[config.mk]
export PLATFORM = sky130hd
export DESIGN_NAME = fft_frame_sequencer
export DESIGN_NICKNAME = d
export VERILOG_FILES = /design/src/rtl/fft_seq_pkg.sv /design/src/rtl/fft_seq_drain.sv /design/src/rtl/fft_frame_sequencer.sv
export SDC_FILE = /design/constraint.sdc
export NUM_CORES = 1
export LEC_CHECK = 0
export BUFFER_PORTS_ARGS = -buffer_cell sky130_fd_sc_hd__buf_4
export CORE_AREA = 5 5 71 99
export CTS_CLUSTER_SIZE = 24
export DETAILED_ROUTE_END_ITERATION = 10
export DIE_AREA = 0 0 76 104
export PLACE_DENSITY_LB_ADDON = 0.05
export RECOVER_POWER = 25
export SKIP_CTS_REPAIR_TIMING = 1
export SYNTH_ARGS = -nofsm -noshare
export SYNTH_HDL_FRONTEND = slang
export SYNTH_SLANG_ARGS = --single-unit
[constraint.sdc]
create_clock -name clk_clk -period 1.8 [get_ports clk_clk]
set_input_delay 0.27 -clock clk_clk [delete_from_list [all_inputs] [get_ports clk_clk]]
set_output_delay 0.27 -clock clk_clk [all_outputs]
set_load 0.005 [all_outputs]
[src/rtl/fft_seq_pkg.sv]
// ============================================================================
//  fft_seq_pkg : shared types, default widths and sink packing helper
//  Revision    : 1.0 - initial release
// ============================================================================
`default_nettype none

package fft_seq_pkg;

  localparam int DEF_FFT_POINTS   = 256;
  localparam int DEF_IDX_W        = 8;
  localparam int DEF_SMP_W        = 15;
  localparam int DEF_OUT_W        = 39;
  localparam int DEF_MAX_INFLIGHT = 2;

  typedef enum logic [1:0] {
    IDLE = 2'd0,
    FEED = 2'd1,
    PAD  = 2'd2
  } feed_state_t;

  // Real sample goes in the upper (re) half, imaginary half is zero.
  function automatic logic [2*DEF_SMP_W-1:0] pack_sink(input logic [DEF_SMP_W-1:0] smp,
                                                       input logic                 pad);
    return pad ? '0 : {smp, {DEF_SMP_W{1'b0}}};
  endfunction

endpackage

`default_nettype wire

[src/rtl/fft_seq_drain.sv]
// ============================================================================
//  fft_seq_drain : result-side tracking (bin index, frame_done, error, stats)
//  Build option  : FFT_SEQ_STATS_EN enables err_count / frame_count registers
//  Revision      : 1.0 - initial release
// ============================================================================
`default_nettype none

module fft_seq_drain
  import fft_seq_pkg::*;
#(
  parameter int IDX_W = DEF_IDX_W,
  parameter int OUT_W = DEF_OUT_W
) (
  input  logic             clk,
  input  logic             reset_n,
  input  logic             src_valid,
  output logic             src_ready,
  input  logic             src_sop,
  input  logic             src_eop,
  input  logic [1:0]       src_error,
  input  logic [OUT_W-1:0] src_data,
  input  logic             inflight_zero,
  output logic             bin_valid,
  input  logic             bin_ready,
  output logic [OUT_W-1:0] bin_data,
  output logic [IDX_W-1:0] bin_index,
  output logic             frame_done,
  output logic             err_flag,
  output logic [7:0]       err_count,
  output logic [7:0]       frame_count
);

  logic             fire;
  logic [IDX_W-1:0] next_idx;

  assign fire      = src_valid & bin_ready;
  assign src_ready = bin_ready;
  assign bin_valid = src_valid;
  assign bin_data  = src_data;
  assign bin_index = src_sop ? '0 : next_idx;

  always_ff @(posedge clk) begin
    if (!reset_n) begin
      next_idx   <= '0;
      frame_done <= 1'b0;
      err_flag   <= 1'b0;
    end else begin
      frame_done <= fire & src_eop;
      if (fire) begin
        next_idx <= bin_index + IDX_W'(1);
        // An end-of-packet with nothing outstanding means the core and feeder disagree.
        if ((src_error != 2'b00) || (src_eop && inflight_zero))
          err_flag <= 1'b1;
      end
    end
  end

`ifdef FFT_SEQ_STATS_EN
  logic [7:0] err_cnt_q;
  logic [7:0] frm_cnt_q;

  always_ff @(posedge clk) begin
    if (!reset_n) begin
      err_cnt_q <= '0;
      frm_cnt_q <= '0;
    end else begin
      if (fire && (src_error != 2'b00) && (err_cnt_q != 8'hFF))
        err_cnt_q <= err_cnt_q + 8'd1;
      if (fire && src_eop)
        frm_cnt_q <= frm_cnt_q + 8'd1;
    end
  end

  assign err_count   = err_cnt_q;
  assign frame_count = frm_cnt_q;
`else
  assign err_count   = '0;
  assign frame_count = '0;
`endif

endmodule

`default_nettype wire

[src/rtl/fft_frame_sequencer.sv]
// ============================================================================
//  fft_frame_sequencer : frames samples into FFT packets, tracks results
//  Build option        : FFT_SEQ_STATS_EN (statistics counters in drain)
//  Revision            : 1.0 - initial release
// ============================================================================
`default_nettype none

module fft_frame_sequencer
  import fft_seq_pkg::*;
#(
  parameter int FFT_POINTS   = DEF_FFT_POINTS,
  parameter int IDX_W        = DEF_IDX_W,
  parameter int SMP_W        = DEF_SMP_W,
  parameter int OUT_W        = DEF_OUT_W,
  parameter int MAX_INFLIGHT = DEF_MAX_INFLIGHT
) (
  input  logic               clk_clk,
  input  logic               reset_reset_n,
  input  logic               start,
  input  logic               cont_mode,
  input  logic               abort,
  input  logic               smp_valid,
  output logic               smp_ready,
  input  logic [SMP_W-1:0]   smp_data,
  output logic               sink_valid,
  input  logic               sink_ready,
  output logic               sink_sop,
  output logic               sink_eop,
  output logic [1:0]         sink_error,
  output logic [2*SMP_W-1:0] sink_data,
  input  logic               src_valid,
  output logic               src_ready,
  input  logic               src_sop,
  input  logic               src_eop,
  input  logic [1:0]         src_error,
  input  logic [OUT_W-1:0]   src_data,
  output logic               bin_valid,
  input  logic               bin_ready,
  output logic [OUT_W-1:0]   bin_data,
  output logic [IDX_W-1:0]   bin_index,
  output logic               frame_done,
  output logic               busy,
  output logic               err_flag,
  output logic [7:0]         err_count,
  output logic [7:0]         frame_count
);

  feed_state_t      state, state_nxt;
  logic [IDX_W-1:0] cnt, cnt_nxt;
  logic [1:0]       inflight, inflight_nxt;
  logic             sink_fire, last_beat, sink_eop_fire, src_eop_fire, padding;

  assign padding       = (state == PAD);
  assign sink_valid    = (state == FEED) ? smp_valid : padding;
  assign smp_ready     = (state == FEED) & sink_ready;
  assign sink_fire     = sink_valid & sink_ready;
  assign last_beat     = (cnt == IDX_W'(FFT_POINTS - 1));
  assign sink_eop_fire = sink_fire & last_beat;
  assign src_eop_fire  = src_valid & src_ready & src_eop;
  assign sink_error    = 2'b00;

  // A stray result EOP with nothing outstanding must not underflow the count.
  always_comb begin
    inflight_nxt = inflight;
    if (sink_eop_fire && !(src_eop_fire && inflight != 2'd0))
      inflight_nxt = inflight + 2'd1;
    else if (!sink_eop_fire && src_eop_fire && inflight != 2'd0)
      inflight_nxt = inflight - 2'd1;
  end

  always_comb begin
    state_nxt = state;
    cnt_nxt   = cnt;
    case (state)
      IDLE: if ((start || cont_mode) && inflight < 2'(MAX_INFLIGHT)) state_nxt = FEED;
      FEED: begin
        if (sink_eop_fire)
          state_nxt = (cont_mode && inflight_nxt < 2'(MAX_INFLIGHT)) ? FEED : IDLE;
        else if (abort)
          state_nxt = PAD;
      end
      PAD: begin
        if (sink_eop_fire)
          state_nxt = (cont_mode && inflight_nxt < 2'(MAX_INFLIGHT)) ? FEED : IDLE;
      end
      default: state_nxt = IDLE;
    endcase
    if (sink_fire)
      cnt_nxt = last_beat ? '0 : cnt + IDX_W'(1);
  end

  always_ff @(posedge clk_clk) begin
    if (!reset_reset_n) begin
      state    <= IDLE;
      cnt      <= '0;
      inflight <= '0;
      sink_sop <= 1'b0;
      sink_eop <= 1'b0;
      busy     <= 1'b0;
    end else begin
      state    <= state_nxt;
      cnt      <= cnt_nxt;
      inflight <= inflight_nxt;
      sink_sop <= (state_nxt != IDLE) && (cnt_nxt == '0);
      sink_eop <= (state_nxt != IDLE) && (cnt_nxt == IDX_W'(FFT_POINTS - 1));
      busy     <= (state_nxt != IDLE) || (inflight_nxt != 2'd0);
    end
  end

  generate
    if (SMP_W == DEF_SMP_W) begin : g_pack_fn
      assign sink_data = pack_sink(smp_data, padding);
    end else begin : g_pack_inline
      assign sink_data = padding ? '0 : {smp_data, {SMP_W{1'b0}}};
    end
  endgenerate

  fft_seq_drain #(
    .IDX_W (IDX_W),
    .OUT_W (OUT_W)
  ) u_drain (
    .clk           (clk_clk),
    .reset_n       (reset_reset_n),
    .src_valid     (src_valid),
    .src_ready     (src_ready),
    .src_sop       (src_sop),
    .src_eop       (src_eop),
    .src_error     (src_error),
    .src_data      (src_data),
    .inflight_zero (inflight == 2'd0),
    .bin_valid     (bin_valid),
    .bin_ready     (bin_ready),
    .bin_data      (bin_data),
    .bin_index     (bin_index),
    .frame_done    (frame_done),
    .err_flag      (err_flag),
    .err_count     (err_count),
    .frame_count   (frame_count)
  );

endmodule

`default_nettype wire
==> summary.md <==
| Metric | Value |
|---|---|
| Critical Path End | `sink_eop$_SDFF_PN0_` |
| Seq/Total Area, Yosys | `0.243` |
| R2r setup slk | `0.05 ns` |
| Post-Route Utilization | `0.392` |
| Routed len/inst | `13.4 µm` |
| Syn. warnings | `0` |
| LEAKAGE | `1.09 nW` |
| Worst hold slack | `0.252 ns` |
| Met2 Wirelength | `2540 µm` |
| RSZ-0062 raised after global routing | `yes` |
| Total global routing overflow | `0` |
| Compound-Gate Fraction of Synth Area | `0.145` |
| Syn Inst Count | `260` |
| Met3 WL | `407 µm` |
| Clock Latency Late Sink | `0.28 ns` |
| Ys async rst share | `0` |
| Rows | `34` |
| Crit path time final | `1.75 ns` |
| Post-synthesis simple-gate area fraction | `0.266` |
| GPL Wtd Cong | `0.756` |
| Hold Fails Final Rpt | `0` |
| Number of max-cap violations | `0` |
| Htree depth | `1` |
| Worst setup path start | `state[1]$_SDFF_PN0_` |
| Setup_tns | `0 ns` |
| GR Util All Layers | `0.116` |
| Area occupied by multi-input gates | `0.00111 mm²` |
| Port bufs | `59` |
| Fmax | `572 MHz` |
| Initial drt markers | `25` |
| DRT met1 WL | `1800 µm` |
| Global-route wire length before repair | `7710 µm` |
| Largest family of logic cells by synthesized area | `buffers and inverters` |
| Detailed-route via count | `1,734` |
| Root Driver | `clkbuf_8` |
| Synth Area in Adders | `0.0182` |
| Endpoints failing setup | `0` |
| Final Cell Area | `0.00238 mm²` |
| Total power | `1.62 mW` |
| Vias per inst | `4.71` |
| Xor/xnor cell area share of the yosys netlist | `0.0255` |
| CP Data Arrival Time | `1.95 ns` |
| Reg2Reg Depth | `7` |
| Final WL | `4920 µm` |
| Initial antenna violation count | `0` |
| Fill cells | `644` |
| Final Max Slew Viols | `0` |
| PD cells | `681 mW/mm²` |
| R2R Path End | `sink_eop$_SDFF_PN0_` |
| DPL Wire Length | `4090 µm` |
| Sink Count | `25` |
| Placed inst area | `0.00228 mm²` |
| Final antenna diode count | `0` |
| Vias in the first global route | `1,751` |
| CP cell instances | `nand3b_4 -> buf_6 -> a211oi_2 -> xnor2_1 -> nor2_1 -> nand4_1 -> nor4b_2` |
| Post-synth cell types | `48` |
| Final worst slack | `0.0509 ns` |
| Largest net degree at the start of global routing | `17` |
| Critical Path Fanout Max | `4` |
| Die area | `0.00790 mm²` |
| Post-synthesis mux area share | `0.0103` |
| Share of layout cells above drive strength 1 | `0.368` |
| Worst Setup Start Kind | `flop` |
| Cts bufs inserted | `3` |
| Synth-to-Final Area Change | `15.8%` |
| Die W | `76 µm` |
| WP data required | `2.00 ns` |
| Post-route clock period utilization | `0.972` |
| Router iterations before antenna repair | `4` |
| Clk slew on worst S/H paths | `0.10 ns` |
| FF-to-FF Start | `state[1]$_SDFF_PN0_` |
| Core ar. | `0.00608 mm²` |
| Status | `finished, final reports clean` |
| Worst VDD drop | `281 µV` |
| Max Used Layer | `met4` |
| Final Non-Filler Cells | `368` |
| Register area | `517 µm²` |
| Clock Skews | `0.0118 ns` |
| Pre-CTS setup slack | `0.0724 ns` |
| Clock buffer depth | `2` |
| Post-Syn Area | `0.00206 mm²` |
| DRC violation count after routing | `0` |
| Crit Path Class | `reg -> reg` |
| Slowest stage delay, CP | `0.37 ns` |
| Crit end category | `flop` |
| EDFF count, synth | `0` |
| Post-route antenna net violation count | `0` |
| Synthesized flop and latch total | `25` |
| Worst path slowest cell | `dfxtp_4` |
| Die Y-Extent | `104 µm` |
| Final #Nets | `367` |
| Top FF cell, synth | `dfxtp_1` |
| Most frequent cells in the layout | `buf_4, conb_1, nor2_1` |
| I/O pins | `171` |
| Commonest non-fill, non-tap cell in the layout | `buf_4` |
| Dpl cells | `363` |
| HP Class | `in -> reg` |
| CTS tree | `done` |
| Initial Util | `0.338` |
| Syn avg cell area | `7.91 µm²` |
[synth_stat cells (2+ instances only)]
master | n | area [µm²]
a211oi_1 | 2 | 15.0
a21oi_1 | 8 | 40.0
a22oi_1 | 4 | 30.0
a31oi_1 | 3 | 18.8
and2_1 | 18 | 113
and3_1 | 5 | 31.3
and4_1 | 2 | 17.5
buf_4 | 75 | 563
clkbuf_1 | 5 | 18.8
dfxtp_1 | 25 | 500
ha_1 | 3 | 37.5
inv_1 | 3 | 11.3
nand2_1 | 17 | 63.8
nand2b_1 | 2 | 12.5
nand3_1 | 3 | 15.0
nand4_1 | 6 | 37.5
nand4b_1 | 2 | 17.5
nor2_1 | 22 | 82.6
nor2b_1 | 9 | 56.3
nor4_1 | 3 | 18.8
o211ai_1 | 2 | 15.0
o21ai_0 | 9 | 45.0
o31ai_1 | 2 | 15.0
xnor2_1 | 6 | 52.6
[kinds of logic after synthesis]
logic type | Yosys count
simple gates | 97
buf+inv | 84
compound gates | 42
flops | 25
xor+xnor | 6
fa+ha+maj | 3
mux | 2
other cells | 1
[report_power, final]
group	internal (mW)	switching, mW	total [mW]
clock network	0.155	0.193	0.348
logic	0.339	0.288	0.626
registers	0.609	0.0385	0.647
[critical path: cells and delay by family, from the launching register on]
family                    cells  cell delay (ns)
AOI/OAI and AO/OA             1             0.19
xor gates and xnor gates      1             0.13
buffers and inverters         1             0.14
DFF                           1             0.37
and+or+nand+nor               4             0.84
[per-layer routing]
layer | track usage | vias up
li1 | - | 847
met1 | 0.108 | 771
met2 | 0.214 | 96
met3 | 0.0416 | 20
met4 | 0.0649 | 0
met5 | 0 | -
[worst min-delay path by stage]
| stage | from | to | slack, ns | depth (start not counted) |
|---|---|---|---|---|
| 3_3_place_gp | u_drain.err_flag$_SDFFE_PN0P_ | u_drain.err_flag$_SDFFE_PN0P_ | 0.47 | 2 |
| 5_1_grt | src_eop | u_drain.frame_done$_SDFF_PN0_ | 0.25 | 2 |
| 6_report | src_eop | u_drain.frame_done$_SDFF_PN0_ | 0.25 | 2 |
| 3_5_place_dp | u_drain.next_idx[1]$_SDFFE_PN0N_ | u_drain.next_idx[1]$_SDFFE_PN0N_ | 0.47 | 2 |
| 2_1_floorplan | reset_reset_n | busy$_SDFF_PN0_ | 0.39 | 1 |
| 4_1_cts | src_eop | u_drain.frame_done$_SDFF_PN0_ | 0.24 | 2 |
[flip-flops by register name, summed over array words and instances, names as in the netlist]
signal              count
state                   2
cnt                     8
u_drain.frame_done      1
sink_eop                1
sink_sop                1
u_drain.next_idx        8
u_drain.err_flag        1
busy                    1
inflight                2
[final cells by class]
cell class	count	area share
clock buffer	3	0.0173
clock inverter	1	0.00210
inverter	4	0.00630
multi-input combinational	183	0.464
sequential	25	0.217
tap	72	0.0378
timing repair buffer	80	0.255
No activity file was read; power rests on OpenSTA's default activity.
